[config.mk]
export PLATFORM = sky130hd
export DESIGN_NAME = data_memory_arbiter_flat
export DESIGN_NICKNAME = d
export VERILOG_FILES = /design/src/rtl/data_memory_arbiter_pkg.sv /design/src/rtl/data_memory_arbiter_if.sv /design/src/rtl/data_memory_arbiter_rr_arbiter.sv /design/src/rtl/data_memory_arbiter.sv /design/src/flat_wrapper.sv
export SDC_FILE = /design/constraint.sdc
export NUM_CORES = 1
export LEC_CHECK = 0
export CELL_PAD_IN_SITES_DETAIL_PLACEMENT = 0
export CELL_PAD_IN_SITES_GLOBAL_PLACEMENT = 1
export CORE_MARGIN = 1
export CORE_UTILIZATION = 30
export DETAILED_ROUTE_END_ITERATION = 8
export PLACE_DENSITY_LB_ADDON = 0.25
export SYNTH_ARGS = -nofsm -noshare
export SYNTH_HDL_FRONTEND = slang
export SYNTH_SLANG_ARGS = --single-unit
[constraint.sdc]
create_clock -name Clk -period 2.52 [get_ports Clk]
set_input_delay 0.378 -clock Clk [delete_from_list [all_inputs] [get_ports Clk]]
set_output_delay 0.378 -clock Clk [all_outputs]
set_load 0.01 [all_outputs]
[src/rtl/data_memory_arbiter_pkg.sv]
// Shared types and constants for the data memory arbiter.
package mem_arb_pkg;

  // Access sequencer states: wait for a request, drive the memory, hold the response.
  typedef enum logic [1:0] {
    ARB_IDLE  = 2'd0,
    ARB_ISSUE = 2'd1,
    ARB_RESP  = 2'd2
  } arb_state_t;

  localparam int unsigned MEM_DEPTH_DEFAULT = 16500;

  // Width of a requester index; a single requester still needs one bit.
  function automatic int unsigned idx_width(input int unsigned n);
    return (n > 1) ? $clog2(n) : 1;
  endfunction

endpackage

[src/rtl/data_memory_arbiter_if.sv]
// Requester request/response handshakes plus the single-port memory bus.
interface data_memory_arbiter_if #(
  parameter int unsigned NUM_REQ = 2,
  parameter int unsigned ADDR_W  = 32,
  parameter int unsigned DATA_W  = 32
);

  logic [NUM_REQ-1:0]        req_valid;
  logic [NUM_REQ-1:0]        req_ready;
  logic [NUM_REQ-1:0]        req_write;
  logic [NUM_REQ*ADDR_W-1:0] req_addr;
  logic [NUM_REQ*DATA_W-1:0] req_wdata;
  logic [NUM_REQ-1:0]        rsp_valid;
  logic [NUM_REQ-1:0]        rsp_ready;
  logic [DATA_W-1:0]         rsp_rdata;
  logic                      rsp_err;
  logic [ADDR_W-1:0]         mem_addr;
  logic [DATA_W-1:0]         mem_wdata;
  logic                      mem_read;
  logic                      mem_write;
  logic [DATA_W-1:0]         mem_rdata;

  // Requesters and the memory array together form the master side.
  modport master (
    output req_valid, req_write, req_addr, req_wdata, rsp_ready, mem_rdata,
    input  req_ready, rsp_valid, rsp_rdata, rsp_err,
           mem_addr, mem_wdata, mem_read, mem_write
  );

  // The arbiter sits on the slave side.
  modport slave (
    input  req_valid, req_write, req_addr, req_wdata, rsp_ready, mem_rdata,
    output req_ready, rsp_valid, rsp_rdata, rsp_err,
           mem_addr, mem_wdata, mem_read, mem_write
  );

endinterface

[src/rtl/data_memory_arbiter_rr_arbiter.sv]
// Combinational round-robin picker: first valid requester after last_grant wins.
module rr_arbiter
  import mem_arb_pkg::*;
#(
  parameter  int unsigned NUM_REQ = 2,
  localparam int unsigned IDX_W   = idx_width(NUM_REQ)
) (
  input  logic [NUM_REQ-1:0] req,
  input  logic [IDX_W-1:0]   last_grant,
  output logic [NUM_REQ-1:0] grant,
  output logic [IDX_W-1:0]   grant_idx
);

  logic             found;
  logic [IDX_W-1:0] cand;

  // Scan NUM_REQ candidates starting one past the previous winner.
  always_comb begin
    grant     = '0;
    grant_idx = '0;
    found     = 1'b0;
    cand      = '0;
    for (int unsigned off = 1; off <= NUM_REQ; off++) begin
      cand = IDX_W'((32'(last_grant) + off) % NUM_REQ);
      if (!found && req[cand]) begin
        found       = 1'b1;
        grant[cand] = 1'b1;
        grant_idx   = cand;
      end
    end
  end

endmodule

[src/rtl/data_memory_arbiter.sv]
// Round-robin arbiter sharing one single-port data memory among NUM_REQ requesters.
// One access in flight at a time: accept (IDLE) -> memory access (ISSUE) -> response (RESP).
// Optional address bounds check enabled by defining MEM_ARB_BOUNDS_CHECK_EN.
module data_memory_arbiter
  import mem_arb_pkg::*;
#(
  parameter int unsigned NUM_REQ   = 2,
  parameter int unsigned ADDR_W    = 32,
  parameter int unsigned DATA_W    = 32,
  parameter int unsigned MEM_DEPTH = MEM_DEPTH_DEFAULT
) (
  input logic                 Clk,
  input logic                 Reset,
  data_memory_arbiter_if.slave bus
);

  localparam int unsigned IDX_W = idx_width(NUM_REQ);

`ifdef MEM_ARB_BOUNDS_CHECK_EN
  localparam bit BOUNDS_EN = 1'b1;
`else
  localparam bit BOUNDS_EN = 1'b0;
`endif

  arb_state_t state_q, state_d;

  logic [NUM_REQ-1:0] grant;
  logic [IDX_W-1:0]   grant_idx;
  logic               accept;
  logic               oob;

  logic [IDX_W-1:0]   owner_q;
  logic [IDX_W-1:0]   last_grant_q;
  logic               write_q;
  logic [ADDR_W-1:0]  addr_q;
  logic [DATA_W-1:0]  wdata_q;
  logic [DATA_W-1:0]  rdata_q;
  logic               err_q;

  logic [NUM_REQ-1:0] req_ready;
  logic [NUM_REQ-1:0] rsp_valid;
  logic [ADDR_W-1:0]  mem_addr;
  logic [DATA_W-1:0]  mem_wdata;
  logic               mem_read;
  logic               mem_write;

  rr_arbiter #(
    .NUM_REQ (NUM_REQ)
  ) u_rr_arbiter (
    .req        (bus.req_valid),
    .last_grant (last_grant_q),
    .grant      (grant),
    .grant_idx  (grant_idx)
  );

  // Out-of-range address of the latched request; constant 0 when the check is disabled.
  assign oob = BOUNDS_EN && (64'(addr_q) >= 64'(MEM_DEPTH));

  // State register.
  always_ff @(posedge Clk) begin
    if (Reset) begin
      state_q <= ARB_IDLE;
    end else begin
      state_q <= state_d;
    end
  end

  // Next state and handshake/memory strobes; write and grant gated off during Reset.
  always_comb begin
    state_d   = state_q;
    req_ready = '0;
    rsp_valid = '0;
    mem_addr  = '0;
    mem_wdata = '0;
    mem_read  = 1'b0;
    mem_write = 1'b0;
    accept    = 1'b0;
    unique case (state_q)
      ARB_IDLE: begin
        if (!Reset) begin
          req_ready = grant;
          accept    = |grant;
        end
        if (accept) begin
          state_d = ARB_ISSUE;
        end
      end
      ARB_ISSUE: begin
        mem_addr  = addr_q;
        mem_wdata = wdata_q;
        if (!oob) begin
          mem_read  = ~write_q;
          mem_write = write_q & ~Reset;
        end
        state_d = ARB_RESP;
      end
      ARB_RESP: begin
        rsp_valid[owner_q] = 1'b1;
        if (bus.rsp_ready[owner_q]) begin
          state_d = ARB_IDLE;
        end
      end
      default: begin
        state_d = ARB_IDLE;
      end
    endcase
  end

  // Request latch on accept and response capture at the end of the memory cycle.
  always_ff @(posedge Clk) begin
    if (Reset) begin
      owner_q      <= '0;
      last_grant_q <= IDX_W'(NUM_REQ - 1);
      write_q      <= 1'b0;
      addr_q       <= '0;
      wdata_q      <= '0;
      rdata_q      <= '0;
      err_q        <= 1'b0;
    end else begin
      if (accept) begin
        owner_q      <= grant_idx;
        last_grant_q <= grant_idx;
        write_q      <= bus.req_write[grant_idx];
        addr_q       <= bus.req_addr[32'(grant_idx) * ADDR_W +: ADDR_W];
        wdata_q      <= bus.req_wdata[32'(grant_idx) * DATA_W +: DATA_W];
      end
      if (state_q == ARB_ISSUE) begin
        rdata_q <= (write_q || oob) ? '0 : bus.mem_rdata;
        err_q   <= oob;
      end
    end
  end

  assign bus.req_ready = req_ready;
  assign bus.rsp_valid = rsp_valid;
  assign bus.rsp_rdata = rdata_q;
  assign bus.rsp_err   = err_q;
  assign bus.mem_addr  = mem_addr;
  assign bus.mem_wdata = mem_wdata;
  assign bus.mem_read  = mem_read;
  assign bus.mem_write = mem_write;

endmodule

[src/flat_wrapper.sv]
// flat-port wrapper written by rule: the top's interface ports become plain ports
module data_memory_arbiter_flat import mem_arb_pkg::*;
#(
  parameter int unsigned NUM_REQ   = 2,
  parameter int unsigned ADDR_W    = 32,
  parameter int unsigned DATA_W    = 32,
  parameter int unsigned MEM_DEPTH = MEM_DEPTH_DEFAULT
)
  (Clk, Reset, bus_req_valid, bus_req_write, bus_req_addr, bus_req_wdata, bus_rsp_ready, bus_mem_rdata, bus_req_ready, bus_rsp_valid, bus_rsp_rdata, bus_rsp_err, bus_mem_addr, bus_mem_wdata, bus_mem_read, bus_mem_write);
  data_memory_arbiter_if #(.NUM_REQ(NUM_REQ), .ADDR_W(ADDR_W), .DATA_W(DATA_W)) bus_i ();
  input logic Clk;
  input logic Reset;
  input wire logic [$bits(bus_i.req_valid)-1:0] bus_req_valid;
  input wire logic [$bits(bus_i.req_write)-1:0] bus_req_write;
  input wire logic [$bits(bus_i.req_addr)-1:0] bus_req_addr;
  input wire logic [$bits(bus_i.req_wdata)-1:0] bus_req_wdata;
  input wire logic [$bits(bus_i.rsp_ready)-1:0] bus_rsp_ready;
  input wire logic [$bits(bus_i.mem_rdata)-1:0] bus_mem_rdata;
  output wire logic [$bits(bus_i.req_ready)-1:0] bus_req_ready;
  output wire logic [$bits(bus_i.rsp_valid)-1:0] bus_rsp_valid;
  output wire logic [$bits(bus_i.rsp_rdata)-1:0] bus_rsp_rdata;
  output wire logic [$bits(bus_i.rsp_err)-1:0] bus_rsp_err;
  output wire logic [$bits(bus_i.mem_addr)-1:0] bus_mem_addr;
  output wire logic [$bits(bus_i.mem_wdata)-1:0] bus_mem_wdata;
  output wire logic [$bits(bus_i.mem_read)-1:0] bus_mem_read;
  output wire logic [$bits(bus_i.mem_write)-1:0] bus_mem_write;
  assign bus_i.req_valid = bus_req_valid;
  assign bus_i.req_write = bus_req_write;
  assign bus_i.req_addr = bus_req_addr;
  assign bus_i.req_wdata = bus_req_wdata;
  assign bus_i.rsp_ready = bus_rsp_ready;
  assign bus_i.mem_rdata = bus_mem_rdata;
  assign bus_req_ready = bus_i.req_ready;
  assign bus_rsp_valid = bus_i.rsp_valid;
  assign bus_rsp_rdata = bus_i.rsp_rdata;
  assign bus_rsp_err = bus_i.rsp_err;
  assign bus_mem_addr = bus_i.mem_addr;
  assign bus_mem_wdata = bus_i.mem_wdata;
  assign bus_mem_read = bus_i.mem_read;
  assign bus_mem_write = bus_i.mem_write;
  data_memory_arbiter #(.NUM_REQ(NUM_REQ), .ADDR_W(ADDR_W), .DATA_W(DATA_W), .MEM_DEPTH(MEM_DEPTH)) u_core (.Clk(Clk), .Reset(Reset), .bus(bus_i));
endmodule
==> results of run 1 <==
==> worst max-delay path by stage <==
stage / to / start / cells after the start / slack [ps]
5_1_grt: bus_mem_wdata[18] / u_core.state_q[1] / 4 / 20
4_1_cts: bus_mem_addr[16] / u_core.state_q[1] / 4 / 80
3_3_place_gp: bus_req_ready[0] / bus_req_valid[0] / 4 / 30
3_5_place_dp: bus_req_ready[0] / bus_req_valid[0] / 4 / 30
6_report: bus_mem_wdata[30] / u_core.state_q[1] / 4 / 100
2_1_floorplan: bus_req_ready[0] / u_core.state_q[1] / 6 / 670
==> state kept, by name (all words and copies together) (netlist names) <==
register              cells
u_core.state_q            2
u_core.write_q            1
u_core.wdata_q           32
u_core.addr_q            32
u_core.last_grant_q       1
u_core.bus.rsp_rdata     32
u_core.owner_q            1
==> worst register-to-register path: cells and delay by family, from the launching register on <==
family                 cells  cell delay, ps
flip-flops                 1             580
AND/OR/NAND/NOR            3             510
buffers and inverters      2             950
==> cell usage after synthesis <==
cell                       number
sky130_fd_sc_hd__a21oi_1       99
sky130_fd_sc_hd__and2_1        64
sky130_fd_sc_hd__and3b_1        1
sky130_fd_sc_hd__buf_1          4
sky130_fd_sc_hd__buf_2         18
sky130_fd_sc_hd__buf_4          1
sky130_fd_sc_hd__buf_6          5
sky130_fd_sc_hd__clkbuf_1      48
sky130_fd_sc_hd__conb_1         1
sky130_fd_sc_hd__dfxtp_1      101
sky130_fd_sc_hd__mux2i_1        1
sky130_fd_sc_hd__nand2_1       36
sky130_fd_sc_hd__nand2b_1       2
sky130_fd_sc_hd__nand3b_1      33
sky130_fd_sc_hd__nor2_1         4
sky130_fd_sc_hd__nor2b_1        2
sky130_fd_sc_hd__nor3_1        38
sky130_fd_sc_hd__nor3_2        28
sky130_fd_sc_hd__nor3b_1       68
sky130_fd_sc_hd__nor4_1        65
sky130_fd_sc_hd__o32ai_1        1
sky130_fd_sc_hd__or2_2          1
sky130_fd_sc_hd__or3b_1         2
==> where the power goes <==
| part | leakage, nW | internal [mW] | switching, mW |
|---|---|---|---|
| sequential | 0.835 | 1.77 | 0.0878 |
| combinational | 1.78 | 0.676 | 0.600 |
| clock | 0.138 | 0.761 | 0.613 |
==> cell type report <==
cell class                 count  area share
tap                          220      0.0335
clock buffer                  10      0.0279
clock inverter                 5     0.00640
timing repair buffer         287       0.346
multi-input combinational    446       0.340
sequential                   101       0.246
==> layer usage <==
layer	part of all wire	vias up	routed length, um	track usage
met5	0	-	0	0
met4	0.025	0	466	0.0843
met3	0.075	30	1400	0.0552
met2	0.49	206	9160	0.369
met1	0.41	2602	7630	0.236
li1	-	2658	-	-
==> cell usage in the layout (no fill, tap or decap), types with 9 or more instances in the layout <==
master / n
sky130_fd_sc_hd__clkbuf_16: 9
sky130_fd_sc_hd__nor3_1: 38
sky130_fd_sc_hd__clkdlybuf4s50_1: 267
sky130_fd_sc_hd__buf_4: 17
sky130_fd_sc_hd__and2_1: 64
sky130_fd_sc_hd__a21oi_1: 99
sky130_fd_sc_hd__dfxtp_1: 101
sky130_fd_sc_hd__nor4_1: 65
sky130_fd_sc_hd__nor3_2: 28
sky130_fd_sc_hd__nor3b_1: 68
sky130_fd_sc_hd__nand3b_1: 33
sky130_fd_sc_hd__nand2_1: 35
==> logic make-up (layout without fill, tap and decap cells) <==
group                  count (synthesis)  count (layout)  synth area share
buffers and inverters                 76             302            0.0680
AOI/OAI and AO/OA                    100             100            0.0982
DFF                                  101             101             0.394
muxes                                  1               1           0.00195
other                                  1               1          0.000731
and+or+nand+nor                      344             344             0.437
==> reports/results.md, run 1 <==
| Metric | This run | Unit |
|:---|:---|:---|
| Antenna violations before repair | 0 | - |
| Final net count | 1013 | - |
| Worst setup slack after placement | 25.8 | ps |
| CP max stage delay | 550 | ps |
| Crit path max-delay cell type | sky130_fd_sc_hd__clkdlybuf4s50_1 | - |
| Number of unique standard cell types used by synthesis | 23 | - |
| Initial cell density of the core | 0.308 | - |
| Number of clock buffers inserted by TritonCTS | 9 | - |
| Die outline width | 133 | um |
| Number of sinks on the clock net | 101 | - |
| # port buffers | 269 | - |
| Count of mapped cells out of synthesis | 623 | - |
| Number of vias per cell | 5.14 | - |
| Post-CTS Resized | 1 | - |
| Power per standard cell area | 549 | mW/mm^2 |
| CORE AREA | 0.0166 | sq mm |
| Hold path startpoint | Reset | - |
| RSZ-0062 raised after global routing | false | - |
| Max IR drop VDD | 0.000307 | V |
| Row Count | 47 | - |
| Final period util | 0.961 | - |
| Detailed placement HPWL | 12.3 | mm |
| Worst Reg-to-Reg Cells | 5 | - |
| Clk Tree Root Cell | sky130_fd_sc_hd__clkbuf_16 | - |
| Routed length per instance | 17.5 | um |
| Fraction of layout instances using a drive strength above 1 | 0.0801 | - |
| Total via count after detailed routing | 5496 | - |
| Total track usage | 0.208 | - |
| Worst Hold Margin | 426 | ps |
| Worst-path clk slew | 60 | ps |
| Status | finished, final reports clean | - |
| Startpoint type of the worst setup path | flop | - |
| Fraction of the yosys area taken by sequential cells | 0.394 | - |
| Worst Path Buf+Inv | 2 | - |
| Synthesis-stage register bit count | 101 | - |
| Placed Instances | 1054 | - |
| Clock tree skew after final layout | 8.53 | ps |
| End point of the worst hold path | u_core.state_q[0] | - |
| Fmax achieved | 0.413 | GHz |
| Register-to-Register Setup Slack | 380 | ps |
| Global placer's final weighted congestion | 0.804 | - |
| Total Power Consumption | 4.51 | mW |
| Pins over their slew limit | 0 | - |
| Post-synthesis cell area | 0.00513 | sq mm |
| Dominant cell type by area after synthesis | sky130_fd_sc_hd__dfxtp_1 | - |
| Max Buffers Root-to-Sink | 2 | - |
| Setup TNS | 0 | ps |
| Cell family with the largest share of critical-path delay | buffers and inverters | - |
| Largest cells by area after synthesis | sky130_fd_sc_hd__dfxtp_1 39%, sky130_fd_sc_hd__nor3b_1 9.9%, sky130_fd_sc_hd__a21oi_1 9.7% | - |
| Final worst path period need | 2420 | ps |
| Cell-by-cell listing of the critical path | nor2b_4, buf_12, and2_1, clkdlybuf4s50_1 | - |
| Antenna diode instance count | 0 | - |
| Area of the multi-input gates | 0.00279 | sq mm |
| Hold buffers post-CTS | 0 | - |
| Arrival @ worst endpoint | 2040 | ps |
| Largest net degree at the start of global routing | 67 | - |
| Crit path kind | flop to output pin | - |
| Antenna-violating nets left | 0 | - |
| Slew margin rel. | 0.397 | - |
| Worst reg2reg endpoint | u_core.wdata_q[29] | - |
| Worst flop-to-flop path startpoint | u_core.state_q[1] | - |
| Tightest Hold Check Type | primary input to flop | - |
| Overflow after GRT | 0 | - |
| DRT iter0 DRCs | 202 | - |
| DRC violations left | 0 | - |
| Crit end category | output pin | - |
| Cell depth of the worst hold path | 2 | - |
| Worst-case setup margin in the final layout | 97.5 | ps |
| TritonCTS clock tree | yes | - |
| Count of warnings emitted by yosys | 0 | - |
| Final Instance Count excl. Fillers | 1069 | - |
| Number of H-tree branching levels | 3 | - |
| Count of final hold-check violations | 0 | - |
| Least-Margin Pin Slew | 905 | ps |
| Syn nets | 791 | - |
| Utilization after layout | 0.493 | - |
| Global-route wire length before repair | 29.2 | mm |
| Post-synth top area share | 0.394 | - |
| Worst EP required | 2140 | ps |
| Insertion delay to the later sink of the worst-skew pair | 340 | ps |
| Vertical extent of the die | 133 | um |
| Layout area overhead | 59.9 | % |
| Synth Area per Inst | 8.24 | sq um |
| Total area of sequential cells | 0.00202 | sq mm |
| Design area | 0.00821 | sq mm |
| Count of pins on the block boundary | 271 | - |
| Die Area | 0.0176 | sq mm |
| Setup bufs post-CTS | 0 | - |
| Fill cell count | 1553 | - |
| Static power due to leakage | 2.75 | nW |
| Max Fanout on Critical Path | 64 | - |
| Total Routed Length | 18.7 | mm |
| DRT Pass-1 Iters | 4 | - |
| Number of global-route vias before repair | 5688 | - |
| Number of max-cap violations | 0 | - |
| Cell area reported after detailed placement | 0.00792 | sq mm |
| Finish-stage setup viols | 0 | - |
Note: power is estimated with default switching activity, not from simulation.
==> run 2: changes to the inputs <==
- ABC_AREA: not set -> 1
- CORE_UTILIZATION: 30 -> 29
- PLACE_DENSITY_LB_ADDON: 0.25 -> 0.1
- REMOVE_ABC_BUFFERS: not set -> 1
==> reports/results.md, run 2 <==
| Metric | This run | Unit | Change |
|:---|:---|:---|:---|
| Count of mapped cells out of synthesis | 889 | - | +43% |
| Tightest Hold Check Type | flop to flop | - |  |
| Cell depth of the worst hold path | 2 | - | unchanged |
| Setup bufs post-CTS | 0 | - | unchanged |
| Vertical extent of the die | 139 | um | +4.8% |
| Overflow after GRT | 0 | - | unchanged |
| Antenna violations before repair | 0 | - | unchanged |
| Initial cell density of the core | 0.299 | - | -0.00901 |
| RSZ-0062 raised after global routing | false | - |  |
| Insertion delay to the later sink of the worst-skew pair | 350 | ps | about the same |
| Arrival @ worst endpoint | 1980 | ps | -60 ps |
| Worst EP required | 2140 | ps | about the same |
| Startpoint type of the worst setup path | flop | - |  |
| Number of global-route vias before repair | 5481 | - | -3.6% |
| Power per standard cell area | 528 | mW/mm^2 | -3.8% |
| Most frequent cells after synthesis | 265 x sky130_fd_sc_hd__nand2_1, 135 x sky130_fd_sc_hd__nor2_1, 132 x sky130_fd_sc_hd__nand3_1 | - |  |
| Number of vias per cell | 4.47 | - | -13% |
| Routed length per instance | 13.5 | um | -23% |
| Total Power Consumption | 4.50 | mW | about the same |
| Number of sinks on the clock net | 101 | - | unchanged |
| Synth Area per Inst | 6.13 | sq um | -26% |
| Clock tree skew after final layout | 5.79 | ps | -2.74 ps |
| Max Buffers Root-to-Sink | 2 | - | unchanged |
| # port buffers | 269 | - | unchanged |
| Max Fanout on Critical Path | 39 | - | -39% |
| Leading cell type by number of instances after synthesis | sky130_fd_sc_hd__nand2_1 | - |  |
| Worst Reg-to-Reg Cells | 5 | - | unchanged |
| Total track usage | 0.188 | - | -0.0205 |
| Crit end category | output pin | - |  |
| Commonest cells after routing, fill and taps aside | 268 x sky130_fd_sc_hd__clkdlybuf4s50_1, 264 x sky130_fd_sc_hd__nand2_1, 135 x sky130_fd_sc_hd__nor2_1 | - |  |
| Synthesis-stage register bit count | 101 | - | unchanged |
| Static power due to leakage | 3.76 | nW | +37% |
| Row Count | 49 | - | +4.3% |
| Die Area | 0.0194 | sq mm | +9.7% |
| Worst-path clk slew | 70 | ps | about the same |
| Worst flop-to-flop path startpoint | u_core.state_q[0] | - |  |
| Number of H-tree branching levels | 3 | - | unchanged |
| Fraction of the yosys area taken by sequential cells | 0.371 | - | -0.0231 |
| DRT Pass-1 Iters | 9 | - | +5 |
| Final worst path period need | 2350 | ps | -69.3 ps |
| Crit path kind | flop to output pin | - |  |
| Max IR drop VDD | 0.000306 | V | -0.53% |
| CORE AREA | 0.0182 | sq mm | +9.4% |
| Commonest non-fill, non-tap cell in the layout | sky130_fd_sc_hd__clkdlybuf4s50_1 | - |  |
| Count of final hold-check violations | 0 | - | unchanged |
| Least-Margin Pin Slew | 755 | ps | -150 ps |
| Post-synth top area share | 0.371 | - | -0.0231 |
| Violated checks | DRC | - |  |
| Proportion of synthesized flip-flops having asynchronous set or reset | 0 | - | unchanged |
| Status | finished with violations | - |  |
| Antenna diode instance count | 0 | - | unchanged |
| DRC violations left | 13 | - | +13 |
| Worst reg2reg endpoint | u_core.addr_q[21] | - |  |
| Largest cells by area after synthesis | sky130_fd_sc_hd__dfxtp_1 37%, sky130_fd_sc_hd__nand2_1 18%, sky130_fd_sc_hd__nand3_1 12% | - |  |
| Final period util | 0.934 | - | -0.0275 |
| Leading register cell type out of synthesis | sky130_fd_sc_hd__dfxtp_1 | - |  |
| Utilization after layout | 0.468 | - | -0.0250 |
| Number of clock buffers inserted by TritonCTS | 9 | - | unchanged |
| Launch point of the critical path | u_core.state_q[0] | - |  |
| Total via count after detailed routing | 6025 | - | +9.6% |
| Global placer's final weighted congestion | 0.728 | - | -9.5% |
| Antenna-violating nets left | 0 | - | unchanged |
| Global-route wire length before repair | 29.3 | mm | +0.30% |
| Slew margin rel. | 0.497 | - | +0.0997 |
| Die outline width | 139 | um | +4.8% |
| Post-synthesis cell area | 0.00545 | sq mm | +6.2% |
| Number of unique standard cell types used by synthesis | 19 | - | -17% |
| Register-to-Register Setup Slack | 840 | ps | +460 ps |
| End point of the critical path | bus_mem_addr[14] | - |  |
| Fmax achieved | 0.425 | GHz | +2.9% |
| Final net count | 1282 | - | +27% |
| Pins over their slew limit | 0 | - | unchanged |
| TritonCTS clock tree | yes | - |  |
| Clk Tree Root Cell | sky130_fd_sc_hd__clkbuf_16 | - |  |
| Total Routed Length | 18.1 | mm | -2.8% |
| Count of pins on the block boundary | 271 | - | unchanged |
| Dominant cell type by area after synthesis | sky130_fd_sc_hd__dfxtp_1 | - |  |
| Count of warnings emitted by yosys | 0 | - | unchanged |
| DRT iter0 DRCs | 267 | - | +32% |
| Layout area overhead | 56.4 | % |  |
| Detailed placement HPWL | 12.4 | mm | +1.1% |
| Number of flops mapped to enable cells by yosys | 0 | - | unchanged |
| Number of max-cap violations | 0 | - | unchanged |
| Largest net degree at the start of global routing | 134 | - | +100% |
| Finish-stage setup viols | 0 | - | unchanged |
| Worst Hold Margin | 465 | ps | +38.5 ps |
| Fraction of layout instances using a drive strength above 1 | 0.0420 | - | -0.0381 |
run 2: changes by cell type in the layout (fill, tap and decap cells not counted), sizes merged, moves of 33 or more:
cell	previous run	this run
nor2	4	137
nor3b	68	0
nor3	66	1
nand2	36	267
and2	64	0
nand3b	33	0
inv	0	72
nor4	65	0
nand3	0	133
run 2: layout make-up:
class	count	area (sq um)
Fill cell	1986	9680
Timing Repair Buffer	289	2910
Clock buffer	10	239
Inverter	73	275
Sequential cell	101	2020
Clock inverter	6	38.8
Tap cell	229	287
Multi-Input combinational cell	640	2750
run 2: routing by layer:
metal,track usage,wire [um],vias up
li1,-,-,3216
met1,0.231,7980,2640
met2,0.319,8560,159
met3,0.0628,1430,10
met4,0.0351,152,0
met5,0,0,-
run 2: worst max-delay path: stages, from the launching register on:
cell and delay [ps]:
sky130_fd_sc_hd__dfxtp_1 480, sky130_fd_sc_hd__nand2_8 200, sky130_fd_sc_hd__buf_12 250, sky130_fd_sc_hd__nor2_1 100, sky130_fd_sc_hd__clkdlybuf4s50_1 580
run 2: worst min-delay path by stage:
stage | start | slack (ps) | end
after floorplan | Reset | 450 | u_core.bus.rsp_rdata[0]
after global placement | u_core.bus.rsp_rdata[5] | 450 | u_core.bus.rsp_rdata[5]
after detailed placement | u_core.bus.rsp_rdata[21] | 450 | u_core.bus.rsp_rdata[21]
after CTS | u_core.bus.rsp_rdata[21] | 460 | u_core.bus.rsp_rdata[21]
after global routing | u_core.bus.rsp_rdata[21] | 480 | u_core.bus.rsp_rdata[21]
final | u_core.bus.rsp_rdata[1] | 460 | u_core.bus.rsp_rdata[1]
run 2: cells by family after synthesis:
group                  after synthesis  synth area share
other                                1          0.000688
buffers and inverters              148             0.129
AND/OR/NAND/NOR                    539             0.408
flip-flops                         101             0.371
AO/OA/AOI/OAI                      100            0.0918
run 2: repair_timing:
| item | CTS | global route |
|---|---|---|
| endpoints found under the setup margin | 0 | 4 |
| gates resized for setup | 0 | 1 |
| hold buffers | 0 | 0 |
run 2: through the flow:
step | setup WS, ps | cell area, sq um | std cells | TNS (ps)
6_report | 167 | 8530 | 1348 | 0
5_1_grt | 33.2 | 8530 | 1348 | 0
4_1_cts | 53.3 | 8520 | 1348 | 0
3_5_place_dp | 218 | 8240 | 1332 | 0
3_3_place_gp | 192 | 8240 | 1332 | 0
2_1_floorplan | -192 | 5020 | 814 | -12580
run 2: where the power goes:
| group | total [mW] | internal, mW | leakage [nW] | switching [mW] |
|---|---|---|---|---|
| clock | 1.31 | 0.693 | 0.134 | 0.618 |
| combinational | 1.37 | 0.670 | 2.79 | 0.703 |
| sequential | 1.82 | 1.76 | 0.830 | 0.0542 |
